--- src/rtl/serial_pattern_gen.sv ---
// serial_pattern_gen: captures a pattern, a length and a repeat count, then
// shifts pattern[len-1:0] out MSB-first as a registered serial stream. Each
// repetition after the first is preceded by a single idle gap cycle. A one-cycle
// done pulse follows the last bit.
// The repeat count port is named rpt because "repeat" is a reserved word.
module serial_pattern_gen #(
    parameter int WIDTH = 8,
    parameter int RPT_W = 4,
    parameter int LEN_W = $clog2(WIDTH) + 1
) (
    input  logic             clk,
    input  logic             reset,
    input  logic             start,
    input  logic [WIDTH-1:0] pattern,
    input  logic [LEN_W-1:0] len,
    input  logic [RPT_W-1:0] rpt,
    output logic             x,
    output logic             x_valid,
    output logic             busy,
    output logic             done
);

    typedef enum logic [1:0] {
        IDLE,
        SHIFT,
        GAP,
        DONE
    } state_t;

    state_t           state;
    state_t           state_nxt;

    logic [WIDTH-1:0] pat_q;
    logic [LEN_W-1:0] len_q;
    logic [LEN_W-1:0] idx_q;
    logic [RPT_W-1:0] rem_q;
    // tail_q: the final bit of the current repetition is on x this cycle
    logic             tail_q;

    logic [LEN_W-1:0] len_c;
    logic             cur_bit;

    // Clamp the requested length to the pattern width and select the bit at idx
    always_comb begin
        len_c   = (len > LEN_W'(WIDTH)) ? LEN_W'(WIDTH) : len;
        cur_bit = |(pat_q & (WIDTH'(1) << idx_q));
    end

    // State register
    always_ff @(posedge clk or posedge reset) begin
        if (reset) begin
            state <= IDLE;
        end else begin
            state <= state_nxt;
        end
    end

    // Next-state logic
    always_comb begin
        state_nxt = state;
        case (state)
            IDLE: begin
                if (start) begin
                    state_nxt = (len_c == '0) ? DONE : SHIFT;
                end
            end
            SHIFT: begin
                if (tail_q) begin
                    state_nxt = (rem_q != '0) ? GAP : DONE;
                end
            end
            GAP:     state_nxt = SHIFT;
            DONE:    state_nxt = IDLE;
            default: state_nxt = IDLE;
        endcase
    end

    // Status outputs decoded from the current state
    always_comb begin
        busy = (state != IDLE);
        done = (state == DONE);
    end

    // Capture registers, bit/repeat counters and the registered serial output.
    // x lags the state by one edge: the first SHIFT cycle is a lead cycle, and
    // SHIFT is held one extra cycle (tail_q) so that GAP/DONE line up with the
    // cycle after the last visible bit. GAP both drives its idle cycle and
    // loads the first bit of the next repetition so no extra lead is inserted.
    always_ff @(posedge clk or posedge reset) begin
        if (reset) begin
            pat_q   <= '0;
            len_q   <= '0;
            idx_q   <= '0;
            rem_q   <= '0;
            tail_q  <= 1'b0;
            x       <= 1'b0;
            x_valid <= 1'b0;
        end else begin
            case (state)
                IDLE: begin
                    x       <= 1'b0;
                    x_valid <= 1'b0;
                    tail_q  <= 1'b0;
                    if (start) begin
                        pat_q <= pattern;
                        len_q <= len_c;
                        rem_q <= rpt;
                        idx_q <= (len_c == '0) ? '0 : len_c - LEN_W'(1);
                    end
                end
                SHIFT: begin
                    if (!tail_q) begin
                        x       <= cur_bit;
                        x_valid <= 1'b1;
                        if (idx_q == '0) begin
                            tail_q <= 1'b1;
                        end else begin
                            idx_q <= idx_q - LEN_W'(1);
                        end
                    end else begin
                        x       <= 1'b0;
                        x_valid <= 1'b0;
                        tail_q  <= 1'b0;
                        idx_q   <= len_q - LEN_W'(1);
                    end
                end
                GAP: begin
                    x       <= cur_bit;
                    x_valid <= 1'b1;
                    if (rem_q != '0) begin
                        rem_q <= rem_q - RPT_W'(1);
                    end
                    if (idx_q == '0) begin
                        tail_q <= 1'b1;
                    end else begin
                        idx_q <= idx_q - LEN_W'(1);
                    end
                end
                DONE: begin
                    x       <= 1'b0;
                    x_valid <= 1'b0;
                    tail_q  <= 1'b0;
                end
                default: begin
                    x       <= 1'b0;
                    x_valid <= 1'b0;
                end
            endcase
        end
    end

endmodule

--- config.mk ---
export PLATFORM = sky130hd
export DESIGN_NAME = serial_pattern_gen
export DESIGN_NICKNAME = d
export VERILOG_FILES = /design/src/rtl/serial_pattern_gen.sv
export SDC_FILE = /design/constraint.sdc
export NUM_CORES = 1
export LEC_CHECK = 0
export CORE_ASPECT_RATIO = 0.5
export CORE_MARGIN = 4
export CORE_UTILIZATION = 57
export CTS_CLUSTER_DIAMETER = 150
export DETAILED_ROUTE_END_ITERATION = 7
export HOLD_SLACK_MARGIN = 0.1
export PLACE_DENSITY = 0.85
export SYNTH_ARGS = -nofsm -noshare
export SYNTH_HDL_FRONTEND = slang
export SYNTH_SLANG_ARGS = --single-unit
--- constraint.sdc ---
create_clock -name clk -period 3.4 [get_ports clk]
set_input_delay 0.34 -clock clk [delete_from_list [all_inputs] [get_ports clk]]
set_output_delay 0.34 -clock clk [all_outputs]
set_load 0.01 [all_outputs]
# --- Word level (Yosys, flattened, before mapping) ---
# Cells that the tools add are included.
word_totals:
  register_bits: 25
  in_bits: 19
  out_inout_bits: 4
op_classes:
  n_addsub: 4
  reduce_logical: 13
  eq_ne: 7
  n_mux: 22
  shift: 1
  bitwise: 1
  n_lt_le_gt_ge: 1
op_table:
  columns: ["op", "count"]
  rows:
  - ["$mux W4", 7]
  - ["$sub A4 B1 Y4 const B", 4]
  - ["$pmux W4 S3", 1]
  - ["$pmux W1 S3", 3]
  - ["$and A8 B8 Y8", 1]
  - ["$logic_not A4 Y1", 2]
  - ["$ne A2 B2 Y1 const B", 4]
  - ["$pmux W2 S4", 1]
  - ["$pmux W4 S2", 1]
  - ["$reduce_or A8 Y1", 1]
  - ["$shl A1 B4 Y8 const A", 1]
  - ["$mux W1", 6]
  - ["$mux W2", 3]
  - ["$reduce_and A2 Y1", 3]
  - ["$eq A2 B2 Y1 const B", 2]
  - ["$gt A4 B4 Y1 const B", 1]
  - ["$reduce_bool A2 Y1", 2]
  - ["$reduce_bool A4 Y1", 1]
  - ["$reduce_and A3 Y1", 1]
  - ["$reduce_bool A3 Y1", 1]
  - ["$eq A2 B1 Y1 const B", 1]
  - ["$logic_not A2 Y1", 1]
  - ["$reduce_or A2 Y1", 1]

# --- Depth between registers and ports, before layout ---
# Gate-level depths: netlist of the first run.
depth:
  depth_word: 6
  depth_mapped: 8

# --- Least setup slack after synthesis of the first run ---
# Ideal clock, no wire load.
synth_timing:
  path_type: "register to register"
  startpoint: "reg idx_q[0]"
  endpoint: "reg idx_q[1]"
  path_stages_with_launch: 8
  required_time_ps: 3277
  setup_slack_ps: 1687
  n_path_buf: 1
  period_less_slack_ps: 1713
  arrival_time_ps: 1590
  path_cell_list: "dfrtp_1 inv_1 ha_1 or3b_1 buf_2 nor2_1 a211oi_2 o221a_1"
synth_via:
  elab_chain_cells: 4
  elab_cells_between_ends: 5
synth_rtl:
  columns: ["element", "line_no", "text"]
  rows:
  - ["from (decl)", "35", "logic [LEN_W-1:0] idx_q;"]
  - ["from (signal assigned)", "108", "idx_q <= (len_c == '0) ? '0 : len_c - LEN_W'(1);"]
  - ["from (signal assigned)", "118", "idx_q <= idx_q - LEN_W'(1);"]
  - ["from (signal assigned)", "124", "idx_q <= len_q - LEN_W'(1);"]
  - ["$sub A4 B1 Y4 or $logic_not A4 Y1 (tied branches)", null, null]
  - ["$mux W4 (*)", "115, 133", null]
  - ["$mux W4", "112", "if (!tail_q) begin"]
  - ["$pmux W4 S3 (*)", "99", "case (state)"]
# Every way passes the cells marked *; elsewhere a longest branch is shown, timed or not.
# A chain may end at the register's enable or synchronous reset.

# --- Worst setup path after layout of the first run ---
layout_timing:
  startpoint: "reg state[1]"
  endpoint: "reg idx_q[0]"
layout_via:
  elab_chain_cells: 3
  elab_cells_between_ends: 7
layout_rtl:
  columns: ["element", "line_no", "text"]
  rows:
  - ["from (decl)", "30", "state_t state;"]
  - ["from (signal assigned)", "54", "state <= state_nxt;"]
  - ["$eq A2 B2 Y1, or another cell as far along", "99", null]
  - ["$reduce_bool A3 Y1 (no line) or $ne A2 B2 Y1 (tied branches)", null, null]
  - ["$reduce_and A2 Y1 (no line)", null, null]
# Several ways; a longest one is shown, not always the timed one.

==> results of run 1 <==
metrics by stage:
step	cell area, um2	hold slack (ns)
after floorplan	1480	0.367
after global placement	1720	0.481
after detailed placement	1720	0.493
after CTS	1770	0.512
after global routing	1770	0.530
final	1770	0.509
final timing paths:
check / startpoint / end / slack, ns
worst max-delay path: state[1] / idx_q[0] / 1.26
worst min-delay path: pat_q[2] / pat_q[2] / 0.51
worst max register to register: state[1] / idx_q[0] / 1.26
worst min register to register: pat_q[2] / pat_q[2] / 0.51
max in group asynchronous: reset / pat_q[5] / 2.22
min in group asynchronous: reset / x_valid / 0.59
final cells by class:
| class | count | area (um2) | share of cell area, % |
|---|---|---|---|
| Timing Repair Buffer | 22 | 220 | 12.5 |
| Inverter | 14 | 52.6 | 2.98 |
| Tap cell | 35 | 43.8 | 2.48 |
| Sequential cell | 25 | 626 | 35.4 |
| Clock buffer | 4 | 45.0 | 2.55 |
| Multi-Input combinational cell | 109 | 778 | 44.1 |
cell usage in the layout, fill, tap and decap left out, types with 2 or more instances in the layout:
cell,netlist,final
a22oi_1,4,4
nor2_1,6,6
o221ai_1,2,2
nand3_1,3,3
ha_1,11,11
a21oi_1,11,11
xnor2_1,3,3
dfrtp_1,25,25
a21boi_1,2,2
clkbuf_8,0,3
clkdlybuf4s50_1,0,22
o21ai_1,6,6
nor3_1,4,4
a21o_1,2,2
nand2_1,11,11
o211ai_1,2,2
nand2b_1,5,5
inv_1,14,14
nor2b_1,2,2
mux2i_1,2,2
mux2_1,9,9
nor3b_1,2,2
o21ai_0,7,7
a22o_1,2,2
kinds of logic (layout without fill, tap and decap cells):
kind of cell	Yosys count	after routing	synth area share [%]
adder cells (fa/ha/maj)	11	11	9.30
flip-flops	25	25	42.3
AND/OR/NAND/NOR	39	39	13.4
multiplexers	11	11	8.20
XOR/XNOR	3	3	1.78
buffers and inverters	19	40	5.16
AO/OA/AOI/OAI	45	45	19.9
critical path, cell delays in order, from the launching register on:
cell and delay [ns]:
dfrtp_1 0.42, inv_1 0.11, ha_1 0.31, nand2_1 0.48, nor3_1 0.35, o21ai_0 0.15, and3_1 0.21
sequential cells by signal, indices dropped and copies added, names as in the netlist:
signal   count
state        2
tail_q       1
len_q        4
rem_q        4
pat_q        8
x_valid      1
idx_q        4
x            1
routing by layer:
layer,up-vias,global-route usage [%]
li1,587,-
met1,558,25.0
met2,36,36.3
met3,4,6.30
met4,0,5.39
met5,-,0
power groups by stage:
stage / registers, W / logic [W] / clock network (W)
after floorplan: 0.000536 / 0.000641 / 0
after global placement: 0.000559 / 0.000803 / 0
after detailed placement: 0.000571 / 0.000836 / 0
after CTS: 0.000566 / 0.000854 / 0.000180
after global routing: 0.000589 / 0.000962 / 0.000193
final: 0.000565 / 0.000853 / 0.000174
==> key figures, run 1 <==
Global route
  • Vias in the first global route: 1158
  • Largest net degree at the start of global routing: 26
  • Gr usage total: 20.6%
  • First-pass GRT wire length: 5.46 mm
  • GR Overflow Total: 0
  • Initial antenna violation count: 0

STA
  • Tmin final: 2.14 ns
  • Hold Violations, Final: 0
  • RSZ-0062 raised after global routing: false
  • Max-slew violation count: 0
  • Rel. slew slack: 35.5%
  • Clock skew: 0.00276 ns
  • Slew at the pin closest to its max-slew limit: 0.967 ns
  • Max Freq: 466 MHz
  • Worst setup margin: 1.26 ns
  • # setup viols final: 0
  • Setup TNS: 0 ns
  • Final period utilization: 63.1%

Floorplan
  • Core ar.: 2340 um2
  • Die W: 80.1 um
  • Die ar.: 3530 um2
  • # rows: 12
  • # IOs: 23
  • Die height: 44.0 um
  • Initial Utilization: 63.2%

Critical path
  • CP Data Required Time: 3.56 ns
  • FF-to-FF path depth: 6
  • Worst-path fanout max: 20
  • Crit end category: register
  • Crit path kind: register to register
  • WP data arrival: 2.30 ns
  • Worst setup SP type: register

Detailed routing
  • Met3 wire length: 196 um
  • WL met1: 1.44 mm
  • DR vias/cell: 5.67
  • Iteration-0 DRC Markers: 85
  • Drt wl/cell: 15.3 um
  • Routed vias: 1185
  • DRC viols: 0
  • DR top layer: met4
  • Antenna viol nets, final: 0
  • Post-Route WL: 3.21 mm
  • Drt first pass iters: 4
  • Met2 routed WL: 1.54 mm

Clocking
  • CTS tree: done
  • Postcts setup bufs: 0
  • Post-CTS resize count: 0
  • CTS sink count: 25
  • Inserted Clock Buffers: 3
  • Bufs on Longest Clock Path: 2
  • # H-tree levels: 1
  • CTS hold repair buffers: 0
  • Worst-path clk slew: 0.08 ns
  • Worst skew pair latency: 0.27 ns
  • CTS root buf: clkbuf_8

Synth
  • Top cells by instance count after synthesis: dfrtp_1 (25), inv_1 (14), a21oi_1 (11), ha_1 (11), nand2_1 (11)
  • Yosys top cell by area: dfrtp_1
  • Ys async rst share: 100%
  • Mapped Nets: 183
  • Post-synth top flop: dfrtp_1
  • Post-synth EDFFs: 0
  • Yosys top cell area share: 42.3%
  • Synth Cell Area: 1480 um2
  • Syn_area_per_cell: 9.67 um2
  • Most common cell in the netlist: dfrtp_1
  • Yosys cell types: 37
  • Post-Synthesis Cells: 153
  • Largest cells by area after synthesis: dfrtp_1 (42%), ha_1 (9.3%), mux2_1 (6.8%)
  • Seq/Total Area, Yosys: 42.3%
  • Warnings, synthesis: 0
  • Register bit total from synthesis: 25

Placement
  • Inst Count DP: 205
  • Port bufs: 22
  • Setup WS pre-CTS: 1.26 ns
  • Dpl hpwl: 2.39 mm
  • GP Congestion: 0.890

Min path
  • Worst min path class: register to register
  • WHS Path Cells: 1

Layout
  • # fillers: 184
  • Layout area overhead: 19.3%
  • Layout cell share with drive strength beyond 1: 2.30%
  • Finished Core Util: 75.4%
  • Final Non-Filler Cells: 209
  • Total Nets Final: 205
  • ANT cells: 0

Power and ir drop
  • Sequential group share of total power: 35.5%
  • Logic pwr share: 53.6%
  • Clock power frac: 10.9%
  • Final total power: 0.00159 W
  • Pint: 0.000920 W
  • Max rail drop VDD: 528 uV
  • PwrDens: 902 nW/um2
  • Switch share: 42.2%
  • Leak: 0.765 nW
  • NetSw: 0.000672 W

Job
  • Max_cap viols: 0

Status
  • Status: completed
Note: power is estimated with default switching activity, not from simulation.
==> run 2: changes to the inputs <==
--- a/config.mk
+++ b/config.mk
@@ -7,11 +7,11 @@
 export LEC_CHECK = 0
 export CORE_ASPECT_RATIO = 0.5
 export CORE_MARGIN = 4
-export CORE_UTILIZATION = 57
+export CORE_UTILIZATION = 53
 export CTS_CLUSTER_DIAMETER = 150
 export DETAILED_ROUTE_END_ITERATION = 7
 export HOLD_SLACK_MARGIN = 0.1
-export PLACE_DENSITY = 0.85
+export PLACE_DENSITY = 0.8
 export SYNTH_ARGS = -nofsm -noshare
 export SYNTH_HDL_FRONTEND = slang
 export SYNTH_SLANG_ARGS = --single-unit
==> constraint.sdc (replaced) <==
create_clock -name clk -period 2.2 [get_ports clk]
set_input_delay 0.22 -clock clk [delete_from_list [all_inputs] [get_ports clk]]
set_output_delay 0.22 -clock clk [all_outputs]
set_load 0.01 [all_outputs]
==> run 2 against run 1 <==
Compared with the run above: setup slack got worse by 1.0 ns; power grew 54%; sequential share of layout area is 0.42 points lower; critical endpoint is now busy; flip-flop and latch count is the same; non-clock buffer count increased by 2; combinational power rose by 52%; cell count rose by 1.9%; highest routed layer unchanged; via count is 1.1% higher; core utilization decreased by 7.6 points; register-to-register slack worse by 1.0 ns.
==> key figures, run 2 (synthesized netlist as in run 1, its figures left out) <==
Power and ir drop
  • PwrDens: 1370 nW/um2
  • Final total power: 0.00245 W
  • Leak: 0.774 nW
  • Max rail drop VDD: 682 uV

Layout
  • Biggest register: pat_q
  • Final Non-Filler Cells: 213
  • Layout area overhead: 20.7%
  • Footprint of the multi-input gates: 778 um2
  • Register area: 626 um2
  • # fillers: 223
  • Max reg flops: 8
  • ANT cells: 0
  • Most common library cell in the layout ignoring fill and taps: dfrtp_1
  • Total Nets Final: 207
  • Layout cell share with drive strength beyond 1: 3.98%
  • Commonest non-fill, non-tap cells in the layout: dfrtp_1 (25), clkdlybuf4s50_1 (22), inv_1 (14)

Detailed routing
  • DR vias/cell: 5.62
  • Drt first pass iters: 4
  • Routed vias: 1198
  • Post-Route WL: 3.02 mm
  • Iteration-0 DRC Markers: 93
  • Drt wl/cell: 14.2 um
  • DRC viols: 0
  • Antenna viol nets, final: 0

Critical path
  • CP max stage cell: clkdlybuf4s50_1
  • CP Depth: 4
  • CP Data Required Time: 1.98 ns
  • R2R Path End: idx_q[0]
  • Slowest stage delay, CP: 0.54 ns
  • Crit-path cells: inv_1, ha_1, inv_1, clkdlybuf4s50_1
  • FF-to-FF path depth: 6
  • R2R setup slack: 0.25 ns
  • Crit-path most repeated cell: inv_1
  • Buf+Inv Stages, Crit Path: 3
  • Cell family with most CP delay: buffers and inverters
  • Crit path kind: register to primary output
  • Crit end category: primary output
  • CP startpoint: state[0]
  • R2r startpoint: idx_q[0]
  • Worst setup SP type: register
  • WP data arrival: 1.74 ns
  • Worst-path fanout max: 8

STA
  • Rel. slew slack: 68.8%
  • Tmin final: 1.96 ns
  • Hold Violations, Final: 0
  • Max Freq: 510 MHz
  • Slew at the pin closest to its max-slew limit: 0.468 ns
  • Max-slew violation count: 0
  • RSZ-0062 raised after global routing: false
  • Worst setup margin: 0.238 ns
  • Clock skew: 0.00314 ns
  • Final period utilization: 89.2%
  • # setup viols final: 0
  • Setup TNS: 0 ns

Floorplan
  • Die height: 45.4 um
  • Core ar.: 2640 um2
  • # rows: 13
  • Initial Utilization: 56.2%
  • # IOs: 23
  • Die ar.: 3750 um2
  • Die W: 82.7 um

Clocking
  • CTS root buf: clkbuf_8
  • CTS hold repair buffers: 0
  • Post-CTS resize count: 0
  • Worst-path clk slew: 0.09 ns
  • Bufs on Longest Clock Path: 2
  • CTS tree: done
  • Postcts setup bufs: 0
  • Inserted Clock Buffers: 3
  • CTS sink count: 25
  • Worst skew pair latency: 0.27 ns
  • # H-tree levels: 1

Status
  • Status: completed

Global route
  • GR Overflow Total: 0
  • First-pass GRT wire length: 5.04 mm
  • Initial antenna violation count: 0
  • Largest net degree at the start of global routing: 16
  • Gr usage total: 17.7%
  • Vias in the first global route: 1141

Placement
  • Inst Count DP: 209
  • GP Congestion: 0.815
  • Dpl hpwl: 2.29 mm
  • Port bufs: 22
  • Setup WS pre-CTS: 0.272 ns

Min path
  • Worst min path class: primary input to asynchronous set/reset pin

Job
  • Max_cap viols: 0
-- run 2: cell types whose count changed in the layout (fill, tap and decap cells not counted) --
cell | previous run | this run
clkinvlp_4 | 0 | 1
clkbuf_1 | 1 | 0
buf_4 | 0 | 2
-- run 2: routing by layer --
metal  track usage [%]  wire (um)  vias up  part of all wire, %
li1                  -          -      585                    -
met5                 0          0        -                    0
met3              4.15        169        2                  5.6
met2              29.0       1400       41                   46
met1              24.6       1430      570                   47
met4              2.93         17        0                 0.56
-- run 2: area by class of cell --
| class | count | share of cell area (%) |
|---|---|---|
| Timing Repair Buffer | 24 | 13.2 |
| Tap cell | 37 | 2.59 |
| Inverter | 14 | 2.94 |
| Multi-Input combinational cell | 109 | 43.6 |
| Sequential cell | 25 | 35.0 |
| Clock buffer | 3 | 2.31 |
| Clock inverter | 1 | 0.420 |
-- run 2: power breakdown --
group | internal [W] | switching [W] | total [W]
clock network | 0.000129 | 0.000156 | 0.000285
registers | 0.000682 | 0.000186 | 0.000868
logic | 0.000615 | 0.000683 | 0.00130
-- run 2: stage by stage --
stage / hold WS, ns / utilization (%) / cell area, um2
3_5_place_dp: 0.487 / 66.0 / 1740
5_1_grt: 0.284 / 67.8 / 1790
2_1_floorplan: 0.247 / - / 1480
3_3_place_gp: 0.486 / 66.0 / 1740
4_1_cts: 0.251 / 67.8 / 1790
6_report: 0.234 / 67.8 / 1790
-- run 2: how the worst max path moves through the flow --
stage,end,slack [ns]
finish,busy,0.24
CTS,busy,0.24
detailed placement,rem_q[0],0.27
global route,rem_q[0],0.12
global placement,rem_q[0],0.35
floorplan,idx_q[1],0.49
-- run 2: worst register-to-register path, cell delays in order (launching register included) --
cell,delay [ns]
dfrtp_1,0.46
inv_1,0.15
ha_1,0.23
or3b_1,0.49
xnor2_1,0.21
o221ai_1,0.13
and3_1,0.19
==> run 3: changes to the inputs <==
--- a/config.mk
+++ b/config.mk
@@ -5,13 +5,14 @@
 export SDC_FILE = /design/constraint.sdc
 export NUM_CORES = 1
 export LEC_CHECK = 0
+export CAP_MARGIN = 20
 export CORE_ASPECT_RATIO = 0.5
 export CORE_MARGIN = 4
-export CORE_UTILIZATION = 53
+export CORE_UTILIZATION = 39
 export CTS_CLUSTER_DIAMETER = 150
 export DETAILED_ROUTE_END_ITERATION = 7
 export HOLD_SLACK_MARGIN = 0.1
-export PLACE_DENSITY = 0.8
+export PLACE_DENSITY = 0.62
 export SYNTH_ARGS = -nofsm -noshare
 export SYNTH_HDL_FRONTEND = slang
 export SYNTH_SLANG_ARGS = --single-unit
==> run 3 against run 2 <==
Compared with the run above: fmax shrank 0.21%; clock skew grew 0.0031 ns; cell count grew 6.6%; cell area grew 0.91%; count of clock-buffer cells in the layout grew 1; non-clock buffer count is the same; flip-flop and latch count is the same; critical path type unchanged.
==> key figures, run 3 (synthesized netlist as in run 1, its figures left out) <==
Critical path
  • Slowest stage delay, CP: 0.54 ns
  • CP max stage cell: clkdlybuf4s50_1
  • Crit-path cells: inv_1, ha_1, inv_1, clkdlybuf4s50_1
  • Worst-path fanout max: 8
  • CP startpoint: state[0]
  • Worst setup SP type: register
  • CP Data Required Time: 1.98 ns
  • Crit-path most repeated cell: inv_1
  • Crit end category: primary output
  • Crit path kind: register to primary output
  • R2r startpoint: idx_q[1]
  • WP data arrival: 1.75 ns

Global route
  • Initial antenna violation count: 0
  • Largest net degree at the start of global routing: 17
  • GR Overflow Total: 0
  • Vias in the first global route: 1092
  • Gr usage total: 13.3%
  • First-pass GRT wire length: 5.07 mm

Layout
  • Final Non-Filler Cells: 227
  • Commonest non-fill, non-tap cells in the layout: dfrtp_1 (25), clkdlybuf4s50_1 (22), inv_1 (14)
  • Layout area overhead: 21.8%
  • Max reg flops: 8
  • Finished Core Util: 50.8%
  • ANT cells: 0
  • Total Nets Final: 207
  • Layout cell share with drive strength beyond 1: 3.98%
  • # fillers: 339
  • Register area: 626 um2
  • Biggest register: pat_q
  • Footprint of the multi-input gates: 781 um2
  • Most common library cell in the layout ignoring fill and taps: dfrtp_1

Power and ir drop
  • Logic pwr share: 52.9%
  • Max rail drop VDD: 438 uV
  • Sequential group share of total power: 35.8%
  • NetSw: 0.00101 W
  • PwrDens: 1350 nW/um2
  • Switch share: 41.3%
  • Clock power frac: 11.2%
  • Pint: 0.00143 W
  • Leak: 0.773 nW

Clocking
  • Post-CTS resize count: 0
  • CTS root buf: clkbuf_8
  • CTS sink count: 25
  • Bufs on Longest Clock Path: 2
  • # H-tree levels: 1
  • CTS hold repair buffers: 0
  • Postcts setup bufs: 0
  • CTS tree: done
  • Inserted Clock Buffers: 3
  • Worst-path clk slew: 0.09 ns
  • Worst skew pair latency: 0.27 ns

Detailed routing
  • Antenna viol nets, final: 0
  • DR vias/cell: 5.04
  • DRC viols: 0
  • Routed vias: 1144
  • Post-Route WL: 3.03 mm
  • Drt wl/cell: 13.3 um
  • Iteration-0 DRC Markers: 58
  • Drt first pass iters: 4

STA
  • Tmin final: 1.97 ns
  • WHS: 0.205 ns
  • Clock skew: 0.00628 ns
  • Hold Violations, Final: 0
  • RSZ-0062 raised after global routing: false
  • Rel. slew slack: 71.9%
  • Setup TNS: 0 ns
  • Slew at the pin closest to its max-slew limit: 0.422 ns
  • # setup viols final: 0
  • Final period utilization: 89.4%
  • Max-slew violation count: 0
  • Worst setup margin: 0.234 ns
  • Max Freq: 509 MHz

Placement
  • Inst Count DP: 223
  • Port bufs: 22
  • Dpl hpwl: 2.33 mm
  • GP Congestion: 0.813
  • Setup WS pre-CTS: 0.232 ns

Floorplan
  • Die ar.: 4900 um2
  • Die W: 95.1 um
  • # rows: 15
  • Initial Utilization: 41.7%
  • Die height: 51.6 um
  • Core ar.: 3550 um2
  • # IOs: 23

Status
  • Status: completed

Job
  • Max_cap viols: 0

Min path
  • Worst min path class: primary input to asynchronous set/reset pin
-- run 3: cell count changes in the layout (fill, tap and decap cells not counted), sizes merged --
cell      before  now
clkinvlp       1    0
clkbuf         3    4
-- run 3: critical path, delay by kind of cell (launching register included) --
kind       cells  cell delay [ns]
flops          1             0.40
fa+ha+maj      1             0.30
buf+inv        3             0.77
-- run 3: area by class of cell --
type	count	area share (%)
Tap cell	51	3.54
Sequential cell	25	34.7
Multi-Input combinational cell	109	43.3
Clock buffer	4	2.50
Timing Repair Buffer	24	13.0
Inverter	14	2.91
-- run 3: power by group through the flow --
stage	registers, W	logic, W	clock network (W)
floorplan	0.000829	0.000990	0
global placement	0.000869	0.00128	0
detailed placement	0.000881	0.00129	0
CTS	0.000872	0.00130	0.000287
global route	0.000905	0.00146	0.000308
finish	0.000873	0.00129	0.000274
-- run 3: layer usage --
layer | up-vias | GRT usage [%] | wire length, um
li1 | 586 | - | -
met1 | 535 | 18.9 | 1590
met2 | 21 | 20.6 | 1270
met3 | 2 | 3.61 | 139
met4 | 0 | 2.15 | 22
met5 | - | 0 | 0
-- run 3: metrics by stage --
stage               cell area, um2  power [W]
detailed placement            1760    0.00217
floorplan                     1480    0.00182
CTS                           1800    0.00246
global placement              1760    0.00215
finish                        1800    0.00244
global route                  1800    0.00268
-- run 3: worst paths after layout --
path | endpoint | slack (ns) | cells past startpoint
max | busy | 0.23 | 4
min | rem_q[1] | 0.20 | 2
max reg2reg | idx_q[0] | 0.31 | 6
min reg2reg | pat_q[3] | 0.50 | 1
max in group asynchronous | len_q[2] | 1.45 | 3
min in group clk | pat_q[3] | 0.50 | 1
